==> config.mk <==
export PLATFORM = sky130hd
export DESIGN_NAME = hawk_reg_slave
export DESIGN_NICKNAME = d
export VERILOG_FILES = /design/src/rtl/hawk_reg_slave.sv
export SDC_FILE = /design/constraint.sdc
export NUM_CORES = 1
export LEC_CHECK = 0
export BUFFER_PORTS_ARGS = -buffer_cell sky130_fd_sc_hd__buf_2
export CORE_MARGIN = 2
export CORE_UTILIZATION = 40
export DETAILED_ROUTE_END_ITERATION = 10
export SLEW_MARGIN = 30
export SYNTH_ARGS = -nofsm -noshare
export SYNTH_HDL_FRONTEND = slang
export SYNTH_SLANG_ARGS = --single-unit
==> constraint.sdc <==
create_clock -name clk_i -period 3.7 [get_ports clk_i]
set_input_delay 0 -clock clk_i [delete_from_list [all_inputs] [get_ports clk_i]]
set_output_delay 0 -clock clk_i [all_outputs]
set_load 0.01 [all_outputs]
==> src/rtl/hawk_reg_slave.sv <==
// Hawk register slave: reg_intf window holding the HACD core control registers,
// interrupt status/enable and the compression counter.
// Optional feature: define HAWK_REG_SCRATCH_EN to map a SCRATCH register at offset 0x1C.

package hawk_reg_pkg;

    typedef struct packed {
        logic [31:0] addr;
        logic        write;
        logic [31:0] wdata;
        logic [3:0]  wstrb;
        logic        valid;
    } reg_intf_req_a32_d32;

    typedef struct packed {
        logic [31:0] rdata;
        logic        error;
        logic        ready;
    } reg_intf_resp_d32;

    typedef struct packed {
        logic [31:0] ctrl;
        logic [31:0] low_wm;
        logic [31:0] cmpct_th;
    } hawk_regs_intf;

endpackage

module hawk_reg_slave
    import hawk_reg_pkg::*;
#(
    parameter logic [31:0] BASE_ADDR = 32'h0000_0000
) (
    input  logic                clk_i,
    input  logic                rst_ni,
    input  reg_intf_req_a32_d32 reg_req_i,
    output reg_intf_resp_d32    reg_resp_o,
    output hawk_regs_intf       hawk_regs_o,
    input  logic [15:0]         freepage_count_i,
    input  logic                cmpresn_done_i,
    input  logic                decomp_done_i,
    input  logic                illegal_access_i,
    output logic                irq_o
);

    localparam int unsigned NUM_IRQ = 4;

    localparam logic [31:0] OFS_CTRL     = 32'h00;
    localparam logic [31:0] OFS_LOW_WM   = 32'h04;
    localparam logic [31:0] OFS_CMPCT_TH = 32'h08;
    localparam logic [31:0] OFS_STATUS   = 32'h0C;
    localparam logic [31:0] OFS_INT_STS  = 32'h10;
    localparam logic [31:0] OFS_INT_EN   = 32'h14;
    localparam logic [31:0] OFS_CMP_CNT  = 32'h18;
`ifdef HAWK_REG_SCRATCH_EN
    localparam logic [31:0] OFS_SCRATCH  = 32'h1C;
`endif

    typedef enum logic {IDLE, RESP} state_e;

    state_e               state_q, state_d;
    logic                 ready_q, ready_d;
    logic [31:0]          rdata_q, rdata_d;
    logic                 error_q, error_d;
    logic [31:0]          ctrl_q, ctrl_d;
    logic [31:0]          low_wm_q, low_wm_d;
    logic [31:0]          cmpct_th_q, cmpct_th_d;
    logic [NUM_IRQ-1:0]   int_sts_q, int_sts_d;
    logic [NUM_IRQ-1:0]   int_en_q, int_en_d;
    logic [31:0]          cmp_cnt_q, cmp_cnt_d;
    logic                 below_q, below_d;
    logic                 irq_q, irq_d;
`ifdef HAWK_REG_SCRATCH_EN
    logic [31:0]          scratch_q, scratch_d;
`endif

    logic [31:0]          offset;
    logic                 mapped;
    logic [31:0]          rd_val;
    logic                 acc_err;
    logic                 access;
    logic                 wr_ok;
    logic [31:0]          wmask;
    logic [NUM_IRQ-1:0]   sts_set;
    logic [NUM_IRQ-1:0]   sts_clr;
    logic                 cnt_clr;

    // Address decode and read mux on the current register values
    always_comb begin
        offset = reg_req_i.addr - BASE_ADDR;
        mapped = 1'b1;
        rd_val = '0;
        case (offset)
            OFS_CTRL:     rd_val = ctrl_q;
            OFS_LOW_WM:   rd_val = low_wm_q;
            OFS_CMPCT_TH: rd_val = cmpct_th_q;
            OFS_STATUS:   rd_val = {16'h0, freepage_count_i};
            OFS_INT_STS:  rd_val = {28'h0, int_sts_q};
            OFS_INT_EN:   rd_val = {28'h0, int_en_q};
            OFS_CMP_CNT:  rd_val = cmp_cnt_q;
`ifdef HAWK_REG_SCRATCH_EN
            OFS_SCRATCH:  rd_val = scratch_q;
`endif
            default:      mapped = 1'b0;
        endcase
        acc_err = (reg_req_i.addr[1:0] != 2'b00) || !mapped
                  || (reg_req_i.write && (offset == OFS_STATUS));
        access  = (state_q == IDLE) && reg_req_i.valid;
        wr_ok   = access && reg_req_i.write && !acc_err;
        wmask   = {{8{reg_req_i.wstrb[3]}}, {8{reg_req_i.wstrb[2]}},
                   {8{reg_req_i.wstrb[1]}}, {8{reg_req_i.wstrb[0]}}};
    end

    // Handshake FSM and registered response next-state
    always_comb begin
        state_d = state_q;
        rdata_d = '0;
        error_d = 1'b0;
        case (state_q)
            IDLE: begin
                if (reg_req_i.valid) begin
                    state_d = RESP;
                    error_d = acc_err;
                    if (!reg_req_i.write && !acc_err) begin
                        rdata_d = rd_val;
                    end
                end
            end
            RESP:    state_d = IDLE;
            default: state_d = IDLE;
        endcase
        ready_d = (state_d == RESP);
    end

    // Register file, interrupt status and counter next-state
    always_comb begin
        ctrl_d     = ctrl_q;
        low_wm_d   = low_wm_q;
        cmpct_th_d = cmpct_th_q;
        int_en_d   = int_en_q;
        cmp_cnt_d  = cmp_cnt_q;
`ifdef HAWK_REG_SCRATCH_EN
        scratch_d  = scratch_q;
`endif
        sts_clr    = '0;
        cnt_clr    = 1'b0;
        if (wr_ok) begin
            case (offset)
                OFS_CTRL:     ctrl_d     = (ctrl_q & ~wmask) | (reg_req_i.wdata & wmask);
                OFS_LOW_WM:   low_wm_d   = (low_wm_q & ~wmask) | (reg_req_i.wdata & wmask);
                OFS_CMPCT_TH: cmpct_th_d = (cmpct_th_q & ~wmask) | (reg_req_i.wdata & wmask);
                OFS_INT_STS:  if (reg_req_i.wstrb[0]) sts_clr = reg_req_i.wdata[3:0];
                OFS_INT_EN:   if (reg_req_i.wstrb[0]) int_en_d = reg_req_i.wdata[3:0];
                OFS_CMP_CNT:  cnt_clr = 1'b1;
`ifdef HAWK_REG_SCRATCH_EN
                OFS_SCRATCH:  scratch_d  = (scratch_q & ~wmask) | (reg_req_i.wdata & wmask);
`endif
                default: ;
            endcase
        end
        // Watermark crossing is edge-detected so a sustained low count fires once
        below_d   = (freepage_count_i < low_wm_q[15:0]);
        sts_set   = {below_d && !below_q, illegal_access_i, decomp_done_i, cmpresn_done_i};
        int_sts_d = (int_sts_q & ~sts_clr) | sts_set;
        if (cnt_clr) begin
            cmp_cnt_d = cmpresn_done_i ? 32'd1 : 32'd0;
        end else if (cmpresn_done_i && (cmp_cnt_q != 32'hFFFF_FFFF)) begin
            cmp_cnt_d = cmp_cnt_q + 32'd1;
        end
        irq_d = |(int_sts_q & int_en_q);
    end

    // State, response and register flops with synchronous active-low reset
    always_ff @(posedge clk_i) begin
        if (!rst_ni) begin
            state_q    <= IDLE;
            ready_q    <= 1'b0;
            rdata_q    <= '0;
            error_q    <= 1'b0;
            ctrl_q     <= '0;
            low_wm_q   <= 32'h0000_0100;
            cmpct_th_q <= 32'h0000_0040;
            int_sts_q  <= '0;
            int_en_q   <= '0;
            cmp_cnt_q  <= '0;
            below_q    <= 1'b0;
            irq_q      <= 1'b0;
`ifdef HAWK_REG_SCRATCH_EN
            scratch_q  <= 32'hDEAD_BEEF;
`endif
        end else begin
            state_q    <= state_d;
            ready_q    <= ready_d;
            rdata_q    <= rdata_d;
            error_q    <= error_d;
            ctrl_q     <= ctrl_d;
            low_wm_q   <= low_wm_d;
            cmpct_th_q <= cmpct_th_d;
            int_sts_q  <= int_sts_d;
            int_en_q   <= int_en_d;
            cmp_cnt_q  <= cmp_cnt_d;
            below_q    <= below_d;
            irq_q      <= irq_d;
`ifdef HAWK_REG_SCRATCH_EN
            scratch_q  <= scratch_d;
`endif
        end
    end

    assign reg_resp_o.rdata   = rdata_q;
    assign reg_resp_o.error   = error_q;
    assign reg_resp_o.ready   = ready_q;
    assign hawk_regs_o.ctrl     = ctrl_q;
    assign hawk_regs_o.low_wm   = low_wm_q;
    assign hawk_regs_o.cmpct_th = cmpct_th_q;
    assign irq_o              = irq_q;

endmodule

==> reports/qor.yml <==
postSynthCellCount: 917
slew_violations: 0
gp_congestion: 0.8155
async_flop_share: 0
first_global_vias: 7228
max_stage_delay_ns: 0.69
antenna-diode-count: 0
slew-limit-headroom: 0.4115
utilization: 0.5192
start_kind: "flip-flop"
place_area_sq_um: 9468
ir_drop_mv: 0.2985
die_x_um: 146.6
antenna_found_initial: 0
path_cells: "nand4_1 > nor4_1 > and3_1 > mux2i_1 > a311o_1"
synth_nets: 1024
fin_nets: 1258
critPathKind: "flip-flop to flip-flop"
postRouteAntennaNets: 0
core_sq_um: 20100
min_period_ns: 2.546
cts_tree: "yes"
min_path_type: "input port to flip-flop"
synth_edf_count: 0
crit_fanout: 19
leakage_uw: 0.004206
maxCapViolCount: 0
cp_slowest_cell: "and3_1"
routedWlPerCell_um: 18.07
num_vias: 7709
cp_num_cells: 5
cts_max_path_buffers: 2
ios: 222
avgSynthCellArea_sq_um: 8.868
hold_viol: 0
fmax_ghz: 0.3928
cp_num_buf_inv: 0
routed_via_density: 5.380
rsz0062_at_grt: "false"
cp.arrival_ns: 2.86
wirelength_um: 25900
cts-htree-levels: 4
synthesis.area_sq_um: 8132
critPathCaptureType: "flip-flop"
drc_errors: 0
yosysUniqueCellTypes: 56
start_util: 0.4045
cts_setup_buffers: 0
power.density_nw_per_um2: 379.8
area_delta_synth_final_pct: 28.37
drt_iter0_drc: 505
cp_top_family: "simple AND/OR/NAND/NOR gates"
yosysWarnings: 0
insertion_delay_ns: 0.43
cts_sinks: 172
finalSetupViolCount: 0
clkTransAtPathRegs_ns: 0.07
dieHeight_um: 146.6
yosysSeqAreaShare: 0.4234
synth-seq-cells: 172
first_pass_iters: 7
max_slew.worst_pin.slew_ns: 0.8754
ctsResizeCount: 0
r2r_cells: 5
post-route-cell-area_sq_um: 10440
finalCritPeriodShare: 0.6881
gr-total-overflow: 0
numCtsBuffers: 17
root_buffer: "clkbuf_16"
required_ns: 4.02
grt_usage: 0.2358
ys.flop_type: "dfxtp_1"
grt_pass1_wl_um: 40050
io_buffers: 221
min_path_cells: 5
grt_max_degree: 72
rows: 52
dieArea_sq_um: 21490
hpwl_um: 18410
final_layout_size_suffix_gt1_frac: 0.2614
fin_skew_ns: 0.01152
status: "finished clean"
setup-tns-final_ns: 0
==> through the flow <==
step	hold slack [ns]	setup slack (ns)	power, uW	std cells
after floorplan	0.1011	1.763	2050	917
after global placement	0.2393	1.208	2158	1364
after detailed placement	0.2517	1.166	2160	1364
after CTS	0.04739	1.177	3980	1433
after global routing	0.06028	0.9596	4083	1433
final	0.05471	1.154	3965	1433
==> cell usage after synthesis (all sizes together) (4+ instances only) <==
| cell | n | share of area |
|---|---|---|
| nand2 | 148 | 0.068 |
| ha | 16 | 0.025 |
| or4 | 21 | 0.019 |
| buf | 18 | 0.012 |
| clkbuf | 43 | 0.020 |
| a2bb2oi | 16 | 0.017 |
| a222oi | 4 | 0.0049 |
| o21ai | 32 | 0.020 |
| a221oi | 12 | 0.013 |
| dfxtp | 172 | 0.42 |
| nand3 | 30 | 0.018 |
| a31oi | 6 | 0.0046 |
| and3 | 4 | 0.0031 |
| a32oi | 4 | 0.0043 |
| inv | 25 | 0.012 |
| nor2b | 10 | 0.0077 |
| nor2 | 71 | 0.033 |
| a21oi | 51 | 0.031 |
| o31ai | 18 | 0.017 |
| mux2 | 17 | 0.024 |
| nor4 | 12 | 0.012 |
| a22oi | 14 | 0.013 |
| mux2i | 101 | 0.12 |
| nor3 | 17 | 0.025 |
| nand4 | 14 | 0.011 |
| or3 | 8 | 0.0062 |
==> worst min-delay path, cell delays in order <==
cell     delay [ns]
buf_2          0.09
nand2_1        0.04
o21ai_0        0.06
a32oi_1        0.07
a21oi_1        0.17
==> logic make-up after synthesis <==
kind of cell | synth area share
buffers and inverters | 0.04370
muxes | 0.1479
xor gates and xnor gates | 0.001077
and+or+nand+nor | 0.2213
adders and majority gates | 0.02462
DFF | 0.4234
AOI/OAI and AO/OA | 0.1380
==> per-layer routing <==
metal,part of all wire,track usage
met1,0.45,0.3087
met2,0.49,0.4009
met3,0.047,0.04156
met4,0.013,0.06408
met5,0,0
==> path summary, 6_finish.rpt <==
check,startpoint,end,slack [ns]
setup / recovery,cmp_cnt_q[15],cmp_cnt_q[0],1.15
hold / removal,freepage_count_i[2],rdata_q[2],0.05
hold reg to reg,flip-flop,flip-flop,0.47
setup reg to reg,cmp_cnt_q[15],cmp_cnt_q[0],1.15
==> final cells by class <==
class	instances	area (sq um)
Inverter	25	93.84
Fill cell	1901	9666
Clock buffer	19	452.9
Tap cell	270	337.8
Multi-Input combinational cell	659	4344
Sequential cell	172	3443
Clock inverter	12	137.6
Timing Repair Buffer	276	1629
==> cell usage in the layout (no fill, tap or decap), types with 12 or more instances in the layout <==
| cell | netlist | layout |
|---|---|---|
| nand3_1 | 30 | 30 |
| clkbuf_16 | 0 | 17 |
| a2bb2oi_1 | 16 | 16 |
| a21oi_1 | 51 | 51 |
| nand4_1 | 14 | 14 |
| nand2_1 | 148 | 148 |
| inv_1 | 25 | 25 |
| a22oi_1 | 14 | 14 |
| nor2_1 | 71 | 71 |
| buf_4 | 4 | 17 |
| mux2_2 | 17 | 17 |
| ha_1 | 16 | 16 |
| dlygate4sd3_1 | 0 | 38 |
| buf_2 | 8 | 220 |
| o31ai_1 | 18 | 18 |
| o21ai_1 | 22 | 21 |
| mux2i_1 | 101 | 101 |
| a221oi_1 | 12 | 12 |
| or4_1 | 21 | 21 |
| dfxtp_1 | 172 | 172 |
==> power by group <==
| part | leakage, uW | total [uW] | internal [uW] | switching (uW) |
|---|---|---|---|---|
| Clock | 0.000286 | 1810 | 1030 | 779 |
| Sequential | 0.00139 | 1860 | 1860 | 6.13 |
| Combinational | 0.00253 | 288 | 124 | 164 |
| Total | 0.00421 | 3970 | 3020 | 950 |
==> what timing repair did <==
action	in CTS	in global routing
hold endpoints to repair	108	0
endpoints found under the setup margin	0	0
hold buffers	38	0
Power figures use the tool's default switching activity.
